**src/rtl/cache_bus_arbiter_pkg.sv**
```systemverilog
// cache_bus_arbiter_pkg: state encodings, master ids and sram-like size codes for the cache bus arbiter
package cache_bus_arbiter_pkg;
  typedef enum logic [1:0] {IDLE = 2'b00, ADDR = 2'b01, DATA = 2'b10} state_t;
  localparam logic MST_I = 1'b0;
  localparam logic MST_D = 1'b1;
  localparam logic [1:0] SIZE_BYTE = 2'b00;
  localparam logic [1:0] SIZE_HALF = 2'b01;
  localparam logic [1:0] SIZE_WORD = 2'b10;
endpackage

```
**src/rtl/cache_bus_arbiter_if.sv**
```systemverilog
// cache_bus_arbiter_if: icache, dcache and AXI-bridge sram-like signals; slave = arbiter side, master = environment side
interface cache_bus_arbiter_if #(parameter int ADDR_WIDTH = 32, parameter int DATA_WIDTH = 32);
  logic i_req, i_wr, i_addr_ok, i_data_ok;
  logic [1:0] i_size;
  logic [ADDR_WIDTH-1:0] i_addr;
  logic [DATA_WIDTH-1:0] i_wdata, i_rdata;
  logic d_req, d_wr, d_addr_ok, d_data_ok;
  logic [1:0] d_size;
  logic [ADDR_WIDTH-1:0] d_addr;
  logic [DATA_WIDTH-1:0] d_wdata, d_rdata;
  logic mem_req, mem_wr, mem_addr_ok, mem_data_ok;
  logic [1:0] mem_size;
  logic [ADDR_WIDTH-1:0] mem_addr;
  logic [DATA_WIDTH-1:0] mem_wdata, mem_rdata;
  modport slave (
    input i_req, i_wr, i_size, i_addr, i_wdata, d_req, d_wr, d_size, d_addr, d_wdata,
    input mem_rdata, mem_addr_ok, mem_data_ok,
    output i_rdata, i_addr_ok, i_data_ok, d_rdata, d_addr_ok, d_data_ok,
    output mem_req, mem_wr, mem_size, mem_addr, mem_wdata
  );
  modport master (
    output i_req, i_wr, i_size, i_addr, i_wdata, d_req, d_wr, d_size, d_addr, d_wdata,
    output mem_rdata, mem_addr_ok, mem_data_ok,
    input i_rdata, i_addr_ok, i_data_ok, d_rdata, d_addr_ok, d_data_ok,
    input mem_req, mem_wr, mem_size, mem_addr, mem_wdata
  );
endinterface

```
**src/rtl/cache_bus_arbiter.sv**
```systemverilog
// cache_bus_arbiter: shares one sram-like memory port between icache and dcache, one transaction at a time; define ARB_RR_EN for round-robin instead of D-over-I priority
module cache_bus_arbiter
  import cache_bus_arbiter_pkg::*;
#(
  parameter int ADDR_WIDTH = 32,
  parameter int DATA_WIDTH = 32
) (
  input logic clk,
  input logic rst,
  cache_bus_arbiter_if.slave bus
);
  state_t state;
  logic owner, sel, cur, any_req, owner_req, fwd, hs, dok;
  logic [ADDR_WIDTH-1:0] cur_addr;
  logic [DATA_WIDTH-1:0] cur_wdata;
`ifdef ARB_RR_EN
  logic last_grant;
  assign sel = bus.d_req && bus.i_req ? (last_grant == MST_D ? MST_I : MST_D) : (bus.d_req ? MST_D : MST_I);
`else
  assign sel = bus.d_req ? MST_D : MST_I;
`endif
  assign bus.i_rdata = bus.mem_rdata;
  assign bus.d_rdata = bus.mem_rdata;
  // forward the idle winner or the locked owner, and route handshakes only to that master
  always_comb begin
    any_req = bus.i_req || bus.d_req;
    owner_req = owner == MST_D ? bus.d_req : bus.i_req;
    cur = state == IDLE ? sel : owner;
    fwd = state == IDLE ? any_req : (state == ADDR && owner_req);
    hs = fwd && bus.mem_addr_ok;
    dok = state == DATA && bus.mem_data_ok;
    cur_addr = cur == MST_D ? bus.d_addr : bus.i_addr;
    cur_wdata = cur == MST_D ? bus.d_wdata : bus.i_wdata;
    bus.mem_req = fwd;
    bus.mem_wr = fwd && (cur == MST_D ? bus.d_wr : bus.i_wr);
    bus.mem_size = fwd ? (cur == MST_D ? bus.d_size : bus.i_size) : 2'b00;
    bus.mem_addr = fwd ? cur_addr : '0;
    bus.mem_wdata = fwd ? cur_wdata : '0;
    bus.i_addr_ok = hs && cur == MST_I;
    bus.d_addr_ok = hs && cur == MST_D;
    bus.i_data_ok = dok && owner == MST_I;
    bus.d_data_ok = dok && owner == MST_D;
  end
  // transaction sequencing IDLE -> (ADDR) -> DATA -> IDLE with the owner locked from grant to data_ok
  always_ff @(posedge clk) begin
    if (rst) begin
      state <= IDLE;
      owner <= MST_D;
`ifdef ARB_RR_EN
      last_grant <= MST_I;
`endif
    end else begin
      if (state == IDLE && any_req) owner <= sel;
`ifdef ARB_RR_EN
      if (hs) last_grant <= cur;
`endif
      state <= state == IDLE ? (any_req ? (bus.mem_addr_ok ? DATA : ADDR) : IDLE)
             : state == ADDR ? (!owner_req ? IDLE : (bus.mem_addr_ok ? DATA : ADDR))
             : state == DATA ? (dok ? IDLE : DATA)
             : IDLE;
    end
  end
endmodule

```
**src/flat_wrapper.sv**
```systemverilog
// flat-port wrapper written by rule: the top's interface ports become plain ports
module cache_bus_arbiter_flat import cache_bus_arbiter_pkg::*;
#(
  parameter int ADDR_WIDTH = 32,
  parameter int DATA_WIDTH = 32
)
  (clk, rst, bus_i_req, bus_i_wr, bus_i_size, bus_i_addr, bus_i_wdata, bus_d_req, bus_d_wr, bus_d_size, bus_d_addr, bus_d_wdata, bus_mem_rdata, bus_mem_addr_ok, bus_mem_data_ok, bus_i_rdata, bus_i_addr_ok, bus_i_data_ok, bus_d_rdata, bus_d_addr_ok, bus_d_data_ok, bus_mem_req, bus_mem_wr, bus_mem_size, bus_mem_addr, bus_mem_wdata);
  cache_bus_arbiter_if #(.ADDR_WIDTH(ADDR_WIDTH), .DATA_WIDTH(DATA_WIDTH)) bus_i ();
  input logic clk;
  input logic rst;
  input wire logic [$bits(bus_i.i_req)-1:0] bus_i_req;
  input wire logic [$bits(bus_i.i_wr)-1:0] bus_i_wr;
  input wire logic [$bits(bus_i.i_size)-1:0] bus_i_size;
  input wire logic [$bits(bus_i.i_addr)-1:0] bus_i_addr;
  input wire logic [$bits(bus_i.i_wdata)-1:0] bus_i_wdata;
  input wire logic [$bits(bus_i.d_req)-1:0] bus_d_req;
  input wire logic [$bits(bus_i.d_wr)-1:0] bus_d_wr;
  input wire logic [$bits(bus_i.d_size)-1:0] bus_d_size;
  input wire logic [$bits(bus_i.d_addr)-1:0] bus_d_addr;
  input wire logic [$bits(bus_i.d_wdata)-1:0] bus_d_wdata;
  input wire logic [$bits(bus_i.mem_rdata)-1:0] bus_mem_rdata;
  input wire logic [$bits(bus_i.mem_addr_ok)-1:0] bus_mem_addr_ok;
  input wire logic [$bits(bus_i.mem_data_ok)-1:0] bus_mem_data_ok;
  output wire logic [$bits(bus_i.i_rdata)-1:0] bus_i_rdata;
  output wire logic [$bits(bus_i.i_addr_ok)-1:0] bus_i_addr_ok;
  output wire logic [$bits(bus_i.i_data_ok)-1:0] bus_i_data_ok;
  output wire logic [$bits(bus_i.d_rdata)-1:0] bus_d_rdata;
  output wire logic [$bits(bus_i.d_addr_ok)-1:0] bus_d_addr_ok;
  output wire logic [$bits(bus_i.d_data_ok)-1:0] bus_d_data_ok;
  output wire logic [$bits(bus_i.mem_req)-1:0] bus_mem_req;
  output wire logic [$bits(bus_i.mem_wr)-1:0] bus_mem_wr;
  output wire logic [$bits(bus_i.mem_size)-1:0] bus_mem_size;
  output wire logic [$bits(bus_i.mem_addr)-1:0] bus_mem_addr;
  output wire logic [$bits(bus_i.mem_wdata)-1:0] bus_mem_wdata;
  assign bus_i.i_req = bus_i_req;
  assign bus_i.i_wr = bus_i_wr;
  assign bus_i.i_size = bus_i_size;
  assign bus_i.i_addr = bus_i_addr;
  assign bus_i.i_wdata = bus_i_wdata;
  assign bus_i.d_req = bus_d_req;
  assign bus_i.d_wr = bus_d_wr;
  assign bus_i.d_size = bus_d_size;
  assign bus_i.d_addr = bus_d_addr;
  assign bus_i.d_wdata = bus_d_wdata;
  assign bus_i.mem_rdata = bus_mem_rdata;
  assign bus_i.mem_addr_ok = bus_mem_addr_ok;
  assign bus_i.mem_data_ok = bus_mem_data_ok;
  assign bus_i_rdata = bus_i.i_rdata;
  assign bus_i_addr_ok = bus_i.i_addr_ok;
  assign bus_i_data_ok = bus_i.i_data_ok;
  assign bus_d_rdata = bus_i.d_rdata;
  assign bus_d_addr_ok = bus_i.d_addr_ok;
  assign bus_d_data_ok = bus_i.d_data_ok;
  assign bus_mem_req = bus_i.mem_req;
  assign bus_mem_wr = bus_i.mem_wr;
  assign bus_mem_size = bus_i.mem_size;
  assign bus_mem_addr = bus_i.mem_addr;
  assign bus_mem_wdata = bus_i.mem_wdata;
  cache_bus_arbiter #(.ADDR_WIDTH(ADDR_WIDTH), .DATA_WIDTH(DATA_WIDTH)) u_core (.clk(clk), .rst(rst), .bus(bus_i));
endmodule
```
**config.mk**
```make
export PLATFORM = sky130hd
export DESIGN_NAME = cache_bus_arbiter_flat
export DESIGN_NICKNAME = d
export VERILOG_FILES = /design/src/rtl/cache_bus_arbiter_pkg.sv /design/src/rtl/cache_bus_arbiter_if.sv /design/src/rtl/cache_bus_arbiter.sv /design/src/flat_wrapper.sv
export SDC_FILE = /design/constraint.sdc
export NUM_CORES = 1
export LEC_CHECK = 0
export CAP_MARGIN = 20
export CORE_AREA = 3 3 120 122
export DETAILED_ROUTE_END_ITERATION = 16
export DIE_AREA = 0 0 123 125
export SYNTH_ARGS = -nofsm -noshare
export SYNTH_HDL_FRONTEND = slang
export SYNTH_SLANG_ARGS = --single-unit
export TNS_END_PERCENT = 20
```
**constraint.sdc**
```tcl
create_clock -name clk -period 1.96 [get_ports clk]
set_input_delay 0.588 -clock clk [delete_from_list [all_inputs] [get_ports clk]]
set_output_delay 0.588 -clock clk [all_outputs]
set_load 0.03 [all_outputs]
```
Word level (Yosys, flattened, before mapping)
Cells that the tools add are included.
{"block": "totals", "register_bits": 3, "input_bits": 172, "output_inout_bits": 136, "wordCells": 35}
{"block": "classes", "eq_ne": 2, "muxes": 18, "bitwise_logic": 2, "reduce_logical": 11}
{"cell": "$mux W32", "n": 4}
{"cell": "$mux W2", "n": 9}
{"cell": "$logic_and A1 B1 Y1", "n": 9}
{"cell": "$mux W1", "n": 5}
{"cell": "$eq A2 B1 Y1 const B", "n": 1}
{"cell": "$eq A2 B2 Y1 const B", "n": 1}
{"cell": "$logic_not A2 Y1", "n": 1}
{"cell": "$not A1 Y1", "n": 2}
{"cell": "$logic_or A1 B1 Y1", "n": 1}

Logic depth before layout (Yosys ltp)
{"block": "depth", "word_depth": 6, "depth_mapped": 7, "mapped_depth_nobuf": 4}

Worst setup path after synthesis
OpenSTA, ideal clock, no wires.
{"block": "synth_path", "kind": "input-to-output", "from": "input bus_i_req", "to": "output bus_d_addr_ok", "t_arrival_ns": 1.816, "t_required_ns": 1.372, "setup_slack_ns": -0.444, "stages": 4, "n_path_buf": 1, "cell_sequence": "a21boi_1 -> o221ai_2 -> buf_2 -> nor3_1"}
{"block": "synth_via", "elab_chain_len": 5, "word_cells_on_any_way": 6, "classes_between": "mux (2); reduce/logical (4)"}
{"element": "start: declaration", "line_no": "flat_wrapper.sv:11", "rtl": "input wire logic [$bits(bus_i.i_req)-1:0] bus_i_req;"}
{"element": "$mux W1", "line_no": "cache_bus_arbiter.sv:27", "rtl": "owner_req = owner == MST_D ? bus.d_req : bus.i_req;"}
{"element": "$logic_and A1 B1 Y1", "line_no": "cache_bus_arbiter.sv:29", "rtl": "fwd = state == IDLE ? any_req : (state == ADDR && owner_req);"}
{"element": "$mux W1 *", "line_no": "cache_bus_arbiter.sv:29"}
{"element": "$logic_and A1 B1 Y1 *", "line_no": "cache_bus_arbiter.sv:30", "rtl": "hs = fwd && bus.mem_addr_ok;"}
{"element": "$logic_and A1 B1 Y1 *", "line_no": "cache_bus_arbiter.sv:40", "rtl": "bus.d_addr_ok = hs && cur == MST_D;"}
{"element": "end: declaration", "line_no": "flat_wrapper.sv:28", "rtl": "output wire logic [$bits(bus_i.d_addr_ok)-1:0] bus_d_addr_ok;"}
Mark *: on every way between the ends. The rest lies on a longest branch, timed or not.

Final worst setup path
{"block": "layout_path", "from": "input bus_d_req", "to": "output bus_mem_addr[31]"}
{"block": "layout_via", "elab_chain_len": 4, "word_cells_on_any_way": 8, "classes_between": "mux (6); reduce/logical (2)"}
{"element": "start: declaration", "line_no": "flat_wrapper.sv:16", "rtl": "input wire logic [$bits(bus_i.d_req)-1:0] bus_d_req;"}
{"element": "$mux W1 (on tied branches)", "line_no": "cache_bus_arbiter.sv:20, cache_bus_arbiter.sv:27"}
{"element": "$mux W1 or $logic_and A1 B1 Y1 (tied branches)", "line_no": "cache_bus_arbiter.sv:28, cache_bus_arbiter.sv:29"}
{"element": "$mux W32 or $mux W1 (tied branches)", "line_no": "cache_bus_arbiter.sv:32, cache_bus_arbiter.sv:29"}
{"element": "$mux W32 *", "line_no": "cache_bus_arbiter.sv:37", "rtl": "bus.mem_addr = fwd ? cur_addr : '0;"}
{"element": "end: declaration", "line_no": "flat_wrapper.sv:33", "rtl": "output wire logic [$bits(bus_i.mem_addr)-1:0] bus_mem_addr;"}
Marks and branches as above.

==> run_results.csv <==
group,metric,value,unit
layout,layout-drive-gt1-share,55.69,%
critical_path,critical_path_required,1.37,ns
layout,design_area,5814,µm²
clock_network,root_buffer,"clkbuf_16",
routing,routedWlPerCell,20.48,µm
critical_path,cp_max_fo,7,
global_routing,grt_pass1_wl,19.64,mm
synth,syn_avg_cell_area,6.260,µm²
die,die-width,123,µm
timing,relSlewSlack,78.22,%
timing,tightestPinTransition,0.3232,ns
timing,fin_crit,2.386,ns
synth,syn_area,2059,µm²
die,start_util,15.49,%
layout,layout_common_cells,"137 x clkdlybuf4s50_1, 71 x buf_6, 48 x a21oi_2, 45 x nand3_2, 43 x o21ai_0",
global_routing,grt_pass1_vias,3329,
worst_hold_path,min_path_type,"register to register",
routing,wl,14.05,mm
layout,instances_no_fill,686,
global_routing,grtUsageTotal,16.29,%
routing,drc_errors,0,
synth,ys_types,27,
layout,nFillCells,1276,
timing,finClkSkew,0.002544,ns
timing,grt_setup_unrepaired,"true",
power_and_ir_drop,irDropWorstVdd,0.1786,mV
place,placed_cell_area,4542,µm²
place,place_inst,652,
clock_network,cts_tree,"built",
layout,nets,683,
synth,syn_inst,329,
clock_network,cts_buffers,3,
critical_path,critPathLaunch,"bus_d_req",
critical_path,crit_path_start_kind,"input pin",
die,boundaryPins,308,
global_routing,antenna_found_initial,0,
timing,final_hold_viol_count,0,
layout,final_common_cell,"clkdlybuf4s50_1",
routing,drt-initial-drc-count,95,
critical_path,path_class,"input pin to output port",
clock_network,clk_pin_slew,0.03,ns
timing,period_share,121.7,%
power_and_ir_drop,pwr_density_cell,520.6,nW/µm²
timing,drv_slew,0,
timing,timing.final.ws_setup,-0.4259,ns
die,dieArea,15380,µm²
global_routing,overflow,0,
place,place_ws,-0.8389,ns
place,place_congestion,0.8009,
routing,ant_nets,0,
critical_path,r2r_end,"u_core.state[1]",
layout,diodes,0,
synth,yosysTopAreaCellShare,25.15,%
outcome,violations,"negative setup slack",
synth,yosys.area.top_type,"buf_4",
die,fp.coreArea,13300,µm²
clock_network,cts_buffer_depth,2,
place,numPortBuffers,211,
timing,hold_slack,0.7385,ns
layout,area_growth,182.3,%
global_routing,grt_max_degree,43,
critical_path,rrSetupSlack,0.44,ns
place,dpl.hpwl,9.096,mm
synth,syn-num-nets,501,
critical_path,cp-endpoint,"bus_mem_addr[31]",
critical_path,worstRegToRegCells,4,
die,rows,42,
power_and_ir_drop,leakage,2.184,nW
critical_path,cp-end-kind,"output port",
job,max-cap-violations,0,
synth,synthTopCellsByArea,"buf_4 25%, a21oi_1 17%, nand3_2 15%",
synth,ys_warn_count,0,
critical_path,r2r_start,"u_core.state[0]",
routing,dr.pass1.iters,4,
critical_path,cp.arrival,1.80,ns
synth,synth-seq-cells,3,
routing,vias,3236,
die,die_h,125,µm
clock_network,clk_latency,0.23,ns
outcome,status,"finished, violations left",
clock_network,hold_buffers,0,
clock_network,clock_sinks,3,
timing,timing.fmax,0.4191,GHz
timing,finalSetupViolations,72,
clock_network,htree_levels,1,
synth,seq_area_frac_synth,2.916,%
routing,avgViaCountPerCell,4.717,
==> power by group <==
part           internal [mW]  total (mW)  switching (mW)
sequential            0.0659      0.0767          0.0108
combinational           1.33        2.62            1.29
clock                  0.269       0.331          0.0623
==> state kept, by name, indices dropped and copies added, names as in the netlist <==
| signal | count |
|---|---|
| u_core.state | 2 |
| u_core.owner | 1 |
==> worst min path at each step <==
stage / startpoint / end / slack, ns / depth (start not counted)
after global placement: u_core.owner / u_core.owner / 0.68 / 3
after CTS: u_core.state[1] / u_core.state[1] / 0.71 / 3
after floorplan: u_core.owner / u_core.owner / 0.56 / 2
final: u_core.state[1] / u_core.state[1] / 0.74 / 3
after detailed placement: u_core.owner / u_core.owner / 0.70 / 3
after global routing: u_core.state[1] / u_core.state[1] / 0.76 / 3
==> repair_timing <==
item / 4_1_cts / 5_1_grt
pin swaps: 25 / 4
setup buffers: 11 / 6
gates resized for setup: 141 / 20
cloned: 11 / 4
setup endpoints to repair: 72 / 72
==> layout make-up <==
| type | instances | area [µm²] | area share, % |
|---|---|---|---|
| sequential | 3 | 65.06 | 1.119 |
| multi-input combinational | 222 | 2034 | 34.99 |
| clock buffer | 4 | 78.83 | 1.356 |
| tap | 176 | 220.2 | 3.787 |
| timing repair buffer | 278 | 3402 | 58.51 |
| inverter | 3 | 13.76 | 0.2367 |
==> metal layers <==
| layer | global-route usage [%] | up-vias | wire length, µm |
|---|---|---|---|
| met5 | 0 | - | 0 |
| met4 | 5.212 | 0 | 372 |
| met3 | 3.026 | 44 | 1072 |
| met2 | 28.18 | 187 | 6938 |
| met1 | 20.22 | 1521 | 5664 |
| li1 | - | 1484 | - |
==> cell families after synthesis <==
kind of cell    after synthesis  synth area share [%]
compound gates              142                 35.54
buf+inv                     104                 33.78
simple gates                 80                 27.76
flops                         3                 2.916
==> metrics by stage <==
step                power, mW  TNS [ns]  utilization (%)
floorplan               1.386    -12.32                -
detailed placement      2.132    -54.81            34.16
global placement        2.111    -55.14            34.16
CTS                     2.925    -27.18            41.76
global route            3.158    -29.08            43.73
finish                  3.027    -26.70            43.73
==> cells in the mapped netlist <==
master,instances
buf_4,69
a21oi_1,68
o21ai_0,48
nand3_1,37
nand3_2,30
o21ai_1,21
clkbuf_1,18
buf_2,6
buf_6,5
dfxtp_1,3
nor2_1,3
a21boi_1,2
buf_1,2
inv_1,2
nor3_1,2
or3b_1,2
a221oi_1,1
and3_1,1
and4b_1,1
clkbuf_2,1
inv_2,1
nand2_1,1
nand2b_1,1
nor3b_2,1
nor4b_1,1
o21a_1,1
o221ai_2,1
==> critical path, cell delays in order <==
cell	delay [ns]
buf_6	0.07
or3b_4	0.39
buf_12	0.14
buf_12	0.15
buf_12	0.15
nand3_1	0.10
a21oi_2	0.06
buf_6	0.14
(Power assumes the default switching activity.)
